==> src/rtl/npc_pkg.sv <==
// Shared core constants and the fetch-buffer entry type.
// The entry type fixes the PC and instruction widths for every instance that uses it.
package npc_pkg;

    localparam int unsigned    XLEN     = 64;
    localparam int unsigned    INST_W   = 32;
    localparam logic [XLEN-1:0] RESET_PC = 64'h0000_0000_8000_0000;

    typedef struct packed {
        logic [XLEN-1:0]   pc;
        logic [INST_W-1:0] inst;
    } fetch_entry_t;

endpackage

==> src/rtl/ifu_fifo.sv <==
// Synchronous FIFO with a flush port, generic over the element type.
// Holds decoded-ready fetch entries, and also serves as the in-flight PC shadow queue.
module ifu_fifo
    import npc_pkg::*;
#(
    parameter type         T     = fetch_entry_t,
    parameter int unsigned DEPTH = 4
) (
    input  logic                   clk,
    input  logic                   rst,
    input  logic                   flush,
    input  logic                   push,
    input  T                       push_data,
    input  logic                   pop,
    output T                       head,
    output logic                   empty,
    output logic [$clog2(DEPTH):0] count
);

    localparam int unsigned AW = $clog2(DEPTH);
    localparam int unsigned PW = AW + 1;

    T              mem_q [DEPTH];
    logic [PW-1:0] wr_ptr_q, wr_ptr_d;
    logic [PW-1:0] rd_ptr_q, rd_ptr_d;

    // NOTE: every signal written here gets a default first, so no latch is inferred.
    always_comb begin
        wr_ptr_d = wr_ptr_q;
        rd_ptr_d = rd_ptr_q;
        if (flush) begin
            wr_ptr_d = '0;
            rd_ptr_d = '0;
        end else begin
            if (push)           wr_ptr_d = wr_ptr_q + PW'(1);
            if (pop && !empty)  rd_ptr_d = rd_ptr_q + PW'(1);
        end
    end

    // NOTE: sequential state uses non-blocking assignments only.
    always_ff @(posedge clk) begin
        if (rst) begin
            wr_ptr_q <= '0;
            rd_ptr_q <= '0;
        end else begin
            wr_ptr_q <= wr_ptr_d;
            rd_ptr_q <= rd_ptr_d;
        end
    end

    // NOTE: storage is deliberately not reset; the pointers alone define what is valid.
    always_ff @(posedge clk) begin
        if (push && !flush) mem_q[wr_ptr_q[AW-1:0]] <= push_data;
    end

    assign head  = mem_q[rd_ptr_q[AW-1:0]];
    assign empty = (wr_ptr_q == rd_ptr_q);
    assign count = wr_ptr_q - rd_ptr_q;

endmodule

==> src/rtl/ifu_fetch_buffer.sv <==
// Instruction-fetch unit: owns the fetch PC, issues in-order imem requests and buffers
// returned instructions for the decoder. Optional IFU_PERF_EN adds pop/stall counters.
module ifu_fetch_buffer
    import npc_pkg::fetch_entry_t;
#(
    parameter int unsigned      XLEN     = npc_pkg::XLEN,
    parameter int unsigned      INST_W   = npc_pkg::INST_W,
    parameter logic [XLEN-1:0]  RESET_PC = npc_pkg::RESET_PC,
    parameter int unsigned      DEPTH    = 4
) (
    input  logic              clk,
    input  logic              rst,
    output logic              imem_req_valid,
    input  logic              imem_req_ready,
    output logic [XLEN-1:0]   imem_req_addr,
    input  logic              imem_rsp_valid,
    input  logic [INST_W-1:0] imem_rsp_data,
    output logic              inst_valid,
    input  logic              inst_ready,
    output logic [INST_W-1:0] inst_data,
    output logic [XLEN-1:0]   inst_pc,
    input  logic              redirect_valid,
    input  logic [XLEN-1:0]   redirect_pc,
    input  logic              halt,
    output logic              halted
`ifdef IFU_PERF_EN
    ,
    output logic [63:0]       perf_fetched,
    output logic [63:0]       perf_stall
`endif
);

    localparam int unsigned CW = $clog2(DEPTH + 1);
    localparam int unsigned PW = $clog2(DEPTH) + 1;

    logic [XLEN-1:0] fetch_pc_q, fetch_pc_d;
    logic [CW-1:0]   outstanding_q, outstanding_d;
    logic [CW-1:0]   drop_q, drop_d;
    logic            halted_q, halted_d;

    logic            req_fire, rsp_keep, inst_pop;
    logic [PW-1:0]   fifo_cnt;
    logic            fifo_empty;
    fetch_entry_t    fifo_head;
    logic [XLEN-1:0] pcq_head;
    logic            pcq_empty;
    logic [PW-1:0]   pcq_cnt_unused;

    // Credit counts buffered entries plus everything still owed by imem, including drops.
    assign imem_req_valid = !rst && !halted_q && !halt && !redirect_valid
                            && ((32'(fifo_cnt) + 32'(outstanding_q)) < DEPTH);
    assign imem_req_addr  = fetch_pc_q;
    assign req_fire       = imem_req_valid && imem_req_ready;

    assign rsp_keep   = imem_rsp_valid && (drop_q == '0) && !redirect_valid && !pcq_empty;
    assign inst_valid = !fifo_empty && !redirect_valid;
    assign inst_pop   = inst_valid && inst_ready;
    assign inst_data  = fifo_head.inst;
    assign inst_pc    = fifo_head.pc;
    assign halted     = halted_q;

    always_comb begin
        fetch_pc_d    = fetch_pc_q;
        outstanding_d = outstanding_q + CW'(req_fire) - CW'(imem_rsp_valid);
        drop_d        = drop_q;
        halted_d      = halted_q || halt;
        if (redirect_valid) begin
            // A response arriving this cycle is already discarded, so it is not owed a drop.
            fetch_pc_d = redirect_pc;
            drop_d     = outstanding_q - CW'(imem_rsp_valid);
        end else begin
            if (req_fire)                         fetch_pc_d = fetch_pc_q + XLEN'(4);
            if (imem_rsp_valid && drop_q != '0)   drop_d     = drop_q - CW'(1);
        end
    end

    always_ff @(posedge clk) begin
        if (rst) begin
            fetch_pc_q    <= RESET_PC;
            outstanding_q <= '0;
            drop_q        <= '0;
            halted_q      <= 1'b0;
        end else begin
            fetch_pc_q    <= fetch_pc_d;
            outstanding_q <= outstanding_d;
            drop_q        <= drop_d;
            halted_q      <= halted_d;
        end
    end

    // PCs of requests whose responses will still be kept, oldest first.
    ifu_fifo #(
        .T     (logic [XLEN-1:0]),
        .DEPTH (DEPTH)
    ) u_pc_queue (
        .clk       (clk),
        .rst       (rst),
        .flush     (redirect_valid),
        .push      (req_fire),
        .push_data (fetch_pc_q),
        .pop       (rsp_keep),
        .head      (pcq_head),
        .empty     (pcq_empty),
        .count     (pcq_cnt_unused)
    );

    ifu_fifo #(
        .T     (fetch_entry_t),
        .DEPTH (DEPTH)
    ) u_inst_fifo (
        .clk       (clk),
        .rst       (rst),
        .flush     (redirect_valid),
        .push      (rsp_keep),
        .push_data (fetch_entry_t'{pc: pcq_head, inst: imem_rsp_data}),
        .pop       (inst_pop),
        .head      (fifo_head),
        .empty     (fifo_empty),
        .count     (fifo_cnt)
    );

`ifdef IFU_PERF_EN
    logic [63:0] perf_fetched_q, perf_stall_q;

    always_ff @(posedge clk) begin
        if (rst) begin
            perf_fetched_q <= '0;
            perf_stall_q   <= '0;
        end else begin
            if (inst_pop && !(&perf_fetched_q))                 perf_fetched_q <= perf_fetched_q + 64'd1;
            if (!inst_valid && !halted_q && !(&perf_stall_q))  perf_stall_q   <= perf_stall_q + 64'd1;
        end
    end

    assign perf_fetched = perf_fetched_q;
    assign perf_stall   = perf_stall_q;
`endif

endmodule
==> config.mk <==
export PLATFORM = sky130hd
export DESIGN_NAME = ifu_fetch_buffer
export DESIGN_NICKNAME = d
export VERILOG_FILES = /design/src/rtl/npc_pkg.sv /design/src/rtl/ifu_fifo.sv /design/src/rtl/ifu_fetch_buffer.sv
export SDC_FILE = /design/constraint.sdc
export NUM_CORES = 1
export LEC_CHECK = 0
export CORE_UTILIZATION = 35
export CTS_BUF_LIST = sky130_fd_sc_hd__clkbuf_8
export CTS_CLUSTER_DIAMETER = 120
export DETAILED_ROUTE_END_ITERATION = 10
export MAX_ROUTING_LAYER = met4
export PLACE_DENSITY_LB_ADDON = 0.12
export REMOVE_ABC_BUFFERS = 1
export SETUP_SLACK_MARGIN = 0.05
export SYNTH_ARGS = -nofsm -noshare
export SYNTH_HDL_FRONTEND = slang
export SYNTH_SLANG_ARGS = --single-unit
==> constraint.sdc <==
create_clock -name clk -period 14.18 [get_ports clk]
set_input_delay 1.418 -clock clk [delete_from_list [all_inputs] [get_ports clk]]
set_output_delay 1.418 -clock clk [all_outputs]
set_load 0.03 [all_outputs]
==> metrics list <==
- Summing all multi-input logic gate instances after layout gives 0.006790 mm^2.
* Critical R2R Launch: u_inst_fifo.wr_ptr_q[0]$_SDFFE_PP0P_
- Initial antenna violation count: 5
- Headroom to the max-slew limit came out at 17.22%.
- The cell count after synthesis came out at 1489.
- The run finished with clean final reports.
* Mapped Avg Cell Area: 18.86 um^2
- In the final layout, flip-flops and latches occupy 0.02098 mm^2.
- Fill cell count: 7074
- Reg-to-reg setup timing slack: 9.92 ns
* Final WS setup: 9.201 ns
- For the final database, setup skew stands at 0.02746 ns.
* Detailed-router iteration count before antenna repair: 5
- Worst setup SP type: register
* Yosys cell types: 56
- The via count of the first global-routing pass was 15955.
- Slew of the pin with the lowest slew margin: 1.238 ns
- Of the total power, the share spent switching nets is 22.60%.
- Top-level port count: 266
- Leaving out fill and tap cells, the most frequent cell in the layout is edfxtp_1.
* Critical path fanouts, max: 50
* Clock power frac: 41.1%
* Worst reg2reg path endpoint: imem_req_addr[14]$_SDFFE_PP0P_
* Max-cap violations: 0
- After the first detailed-routing iteration, the DRC count stood at 1139.
- IR analysis of the VDD net gives a maximum drop of 0.06665 mV.
- In this run, CTS created clock tree buffers numbering 130.
- Final max-slew violation count: 0
- Leakage dissipation: 10.91 nW
- Predominant post-synthesis flop cell: edfxtp_1
- Via density: 5.124
- The analysis attributes to net switching a power of 0.9764 mW.
* Standard-cell rows: 103
- After clock tree synthesis, the clock-pin slew on the worst setup and hold paths is 0.05 ns.
- Post-CTS Hold Buffers: 0
* Clock network latency to the later pin of the worst-skew pair: 0.76 ns
- Hold Path Class: register to register
* Antenna-violating nets left: 0
- Final routed wirelength across all metal layers: 73410 um
* Setup Total Neg Slack: 0 ns
* TritonCTS clock tree: yes
* Congestion Overflow GR: 0
- The die is 285.2 um wide.
- The total area inside the core boundary comes to 0.07913 mm^2.
- From synthesis to final layout, the design area changed by 22.22%.
- Floorplan die height: 285.2 um
- At the worst endpoint, the required time is 12.76 ns.
* Post-Place Worst Slack: 8.857 ns
* End of the worst hold path: halted$_SDFF_PP0_
* Fraction of synthesis flops using an asynchronous set or reset pin: 0%
- Once detailed placement completed, the half-perimeter wirelength came to 44600 um.
- Cell depth of the worst min-delay path: 2
- For this configuration, the core starts out at a cell density of 35.48%.
- Part of the power in combinational logic: 3.8%
- EDFF count, synth: 640
- Layout cells sized above 1: 19.17%
- DR DRC count: 0
- Wire per inst: 24.55 um
- After synthesis the netlist holds a flip-flop and latch count of 727.
- Maximum clock frequency: 0.2009 GHz
* Maximum number of pins on one net before global-route repair: 69
- Final hold violation count: 0
- Subtracting the final worst setup slack from the clock period gives 4.979 ns.
* Count of buffers inserted at the top-level ports: 265
- The cell sitting at the root of the clock tree is a clkbuf_8.
* Number of warnings printed during yosys synthesis: 0
* WP data arrival: 3.56 ns
- Cells fill 43.37% of the core in the end.
- The worst setup path is of the register to output pin kind.
- For this run, the register share of the synthesized area comes to 74.65%.
* Setup repair after global routing missed its margin: false
- Final Hold Slack: 0.5117 ns
* TritonCTS Sinks: 727
- Top library cells by usage in the layout, fill and taps aside: edfxtp_1 (640), clkdlybuf4s50_1 (263), mux4_2 (160), clkbuf_8 (137), dfxtp_1 (83)
- Hold Startpoint: halted$_SDFF_PP0_
* Netlist area before placement: 0.02808 mm^2
- Global-route wire length before repair: 106800 um
* Overall via count from detail_route: 15321
* Internal portion of total power: 3.345 mW
- In this run, flip-flops and latches consume 55.1% of the power.
- Number of buffers on the longest clock path: 3
- Setup violations remaining at the end of the flow were counted as 0.
* Cells resized by post-CTS repair: 0
- STA classifies the critical path endpoint as an output pin.
- Gr usage total: 18.70%
- Total die area: 0.08136 mm^2
* Logic depth of the worst register-to-register path: 15
* Power Dens Cells: 125.9 mW/mm^2
* Final critical-path share of the clock period: 35.11%
- Final estimated routing congestion in global placement: 0.8047
* Post-CTS repair timing setup buffer count: 0
* Number of nets in the layout: 1958
* # H-tree levels: 4
==> kinds of logic (layout without fill, tap and decap cells) <==
family	count (synthesis)	in the layout	synth area share (%)
xor gates and xnor gates	35	35	1.092
muxes	172	172	13.27
adders and majority gates	23	23	1.078
AOI/OAI and AO/OA	127	127	2.834
DFF	727	727	74.65
and+or+nand+nor	314	314	5.842
other	0	5	0
buffers and inverters	91	537	1.234
==> flip-flops by register name, summed over array words and instances, names as in the netlist, named ones only <==
register              count
u_inst_fifo.mem_q       384
u_pc_queue.mem_q        256
imem_req_addr            64
drop_q                    3
outstanding_q             3
u_inst_fifo.rd_ptr_q      3
u_inst_fifo.wr_ptr_q      3
u_pc_queue.rd_ptr_q       3
u_pc_queue.wr_ptr_q       3
halted                    1
==> worst max-delay path: stages (launching register included) <==
cell and delay [ns]:
dfxtp_4 0.85, buf_4 0.81, mux4_2 0.36, clkdlybuf4s50_1 0.72
==> final cells by class <==
type / count / area share [%]
multi-input cells: 671 / 19.79
clock buffers: 137 / 5.495
diodes: 5 / 0.03646
repair buffers: 284 / 8.116
well taps: 1050 / 3.828
inverters: 18 / 0.1969
clock inverters: 98 / 1.418
flip-flops and latches: 727 / 61.12
==> power by group through the flow <==
stage / sequential, mW / clock [mW] / combinational [mW]
after detailed placement: 2.42 / 0 / 0.165
final: 2.38 / 1.78 / 0.163
after CTS: 2.38 / 1.84 / 0.166
after floorplan: 2.43 / 0 / 0.0523
after global routing: 2.38 / 1.93 / 0.175
after global placement: 2.42 / 0 / 0.164
==> layer usage <==
| metal | global-route usage (%) | vias up | wire length (um) |
|---|---|---|---|
| met5 | - | - | 0 |
| met3 | 3.840 | 91 | 3656 |
| met4 | 5.816 | 0 | 1181 |
| li1 | - | 6791 | - |
| met1 | 23.61 | 8018 | 31400 |
| met2 | 30.26 | 421 | 37160 |
==> Yosys cell counts, drive strengths merged (3+ instances only) <==
master / instances / area share, %
a31oi: 18 / 0.40
nor4: 16 / 0.38
o311ai: 6 / 0.19
nor2: 65 / 0.87
and3: 17 / 0.38
o21ai: 28 / 0.50
inv: 18 / 0.24
and2: 15 / 0.33
and4: 11 / 0.38
a21oi: 33 / 0.59
or2: 4 / 0.089
o22ai: 7 / 0.16
nand2: 76 / 1.1
mux2i: 11 / 0.39
or4: 5 / 0.15
nand4: 28 / 0.68
clkbuf: 47 / 0.63
a211oi: 3 / 0.080
nor3: 15 / 0.27
a221oi: 5 / 0.16
xnor2: 17 / 0.53
nand3: 44 / 0.78
o211ai: 12 / 0.32
or3: 9 / 0.20
edfxtp: 640 / 68
a22oi: 7 / 0.19
dfxtp: 87 / 6.2
mux4: 160 / 13
ha: 21 / 0.94
xor2: 18 / 0.56
buf: 26 / 0.37
==> stage by stage <==
stage | cells | power (mW) | instance area [um^2]
2_1_floorplan | 1416 | 2.482 | 27800
3_3_place_gp | 2750 | 2.587 | 31930
3_5_place_dp | 2750 | 2.590 | 31930
4_1_cts | 2985 | 4.386 | 34300
5_1_grt | 2987 | 4.489 | 34310
6_report | 2990 | 4.321 | 34320
==> worst max path at each step <==
stage	startpoint	to	slack (ns)	cells after the start
4_1_cts	register	inst_pc[21]	8.95	3
3_3_place_gp	imem_rsp_valid	u_inst_fifo.mem_q[2][41]$_DFFE_PP_	8.92	4
5_1_grt	register	inst_pc[21]	8.93	3
6_report	register	inst_pc[25]	9.20	3
3_5_place_dp	imem_rsp_valid	u_inst_fifo.mem_q[3][22]$_DFFE_PP_	8.86	4
2_1_floorplan	register	inst_data[0]	7.99	1
No activity file was read; power rests on OpenSTA's default activity.
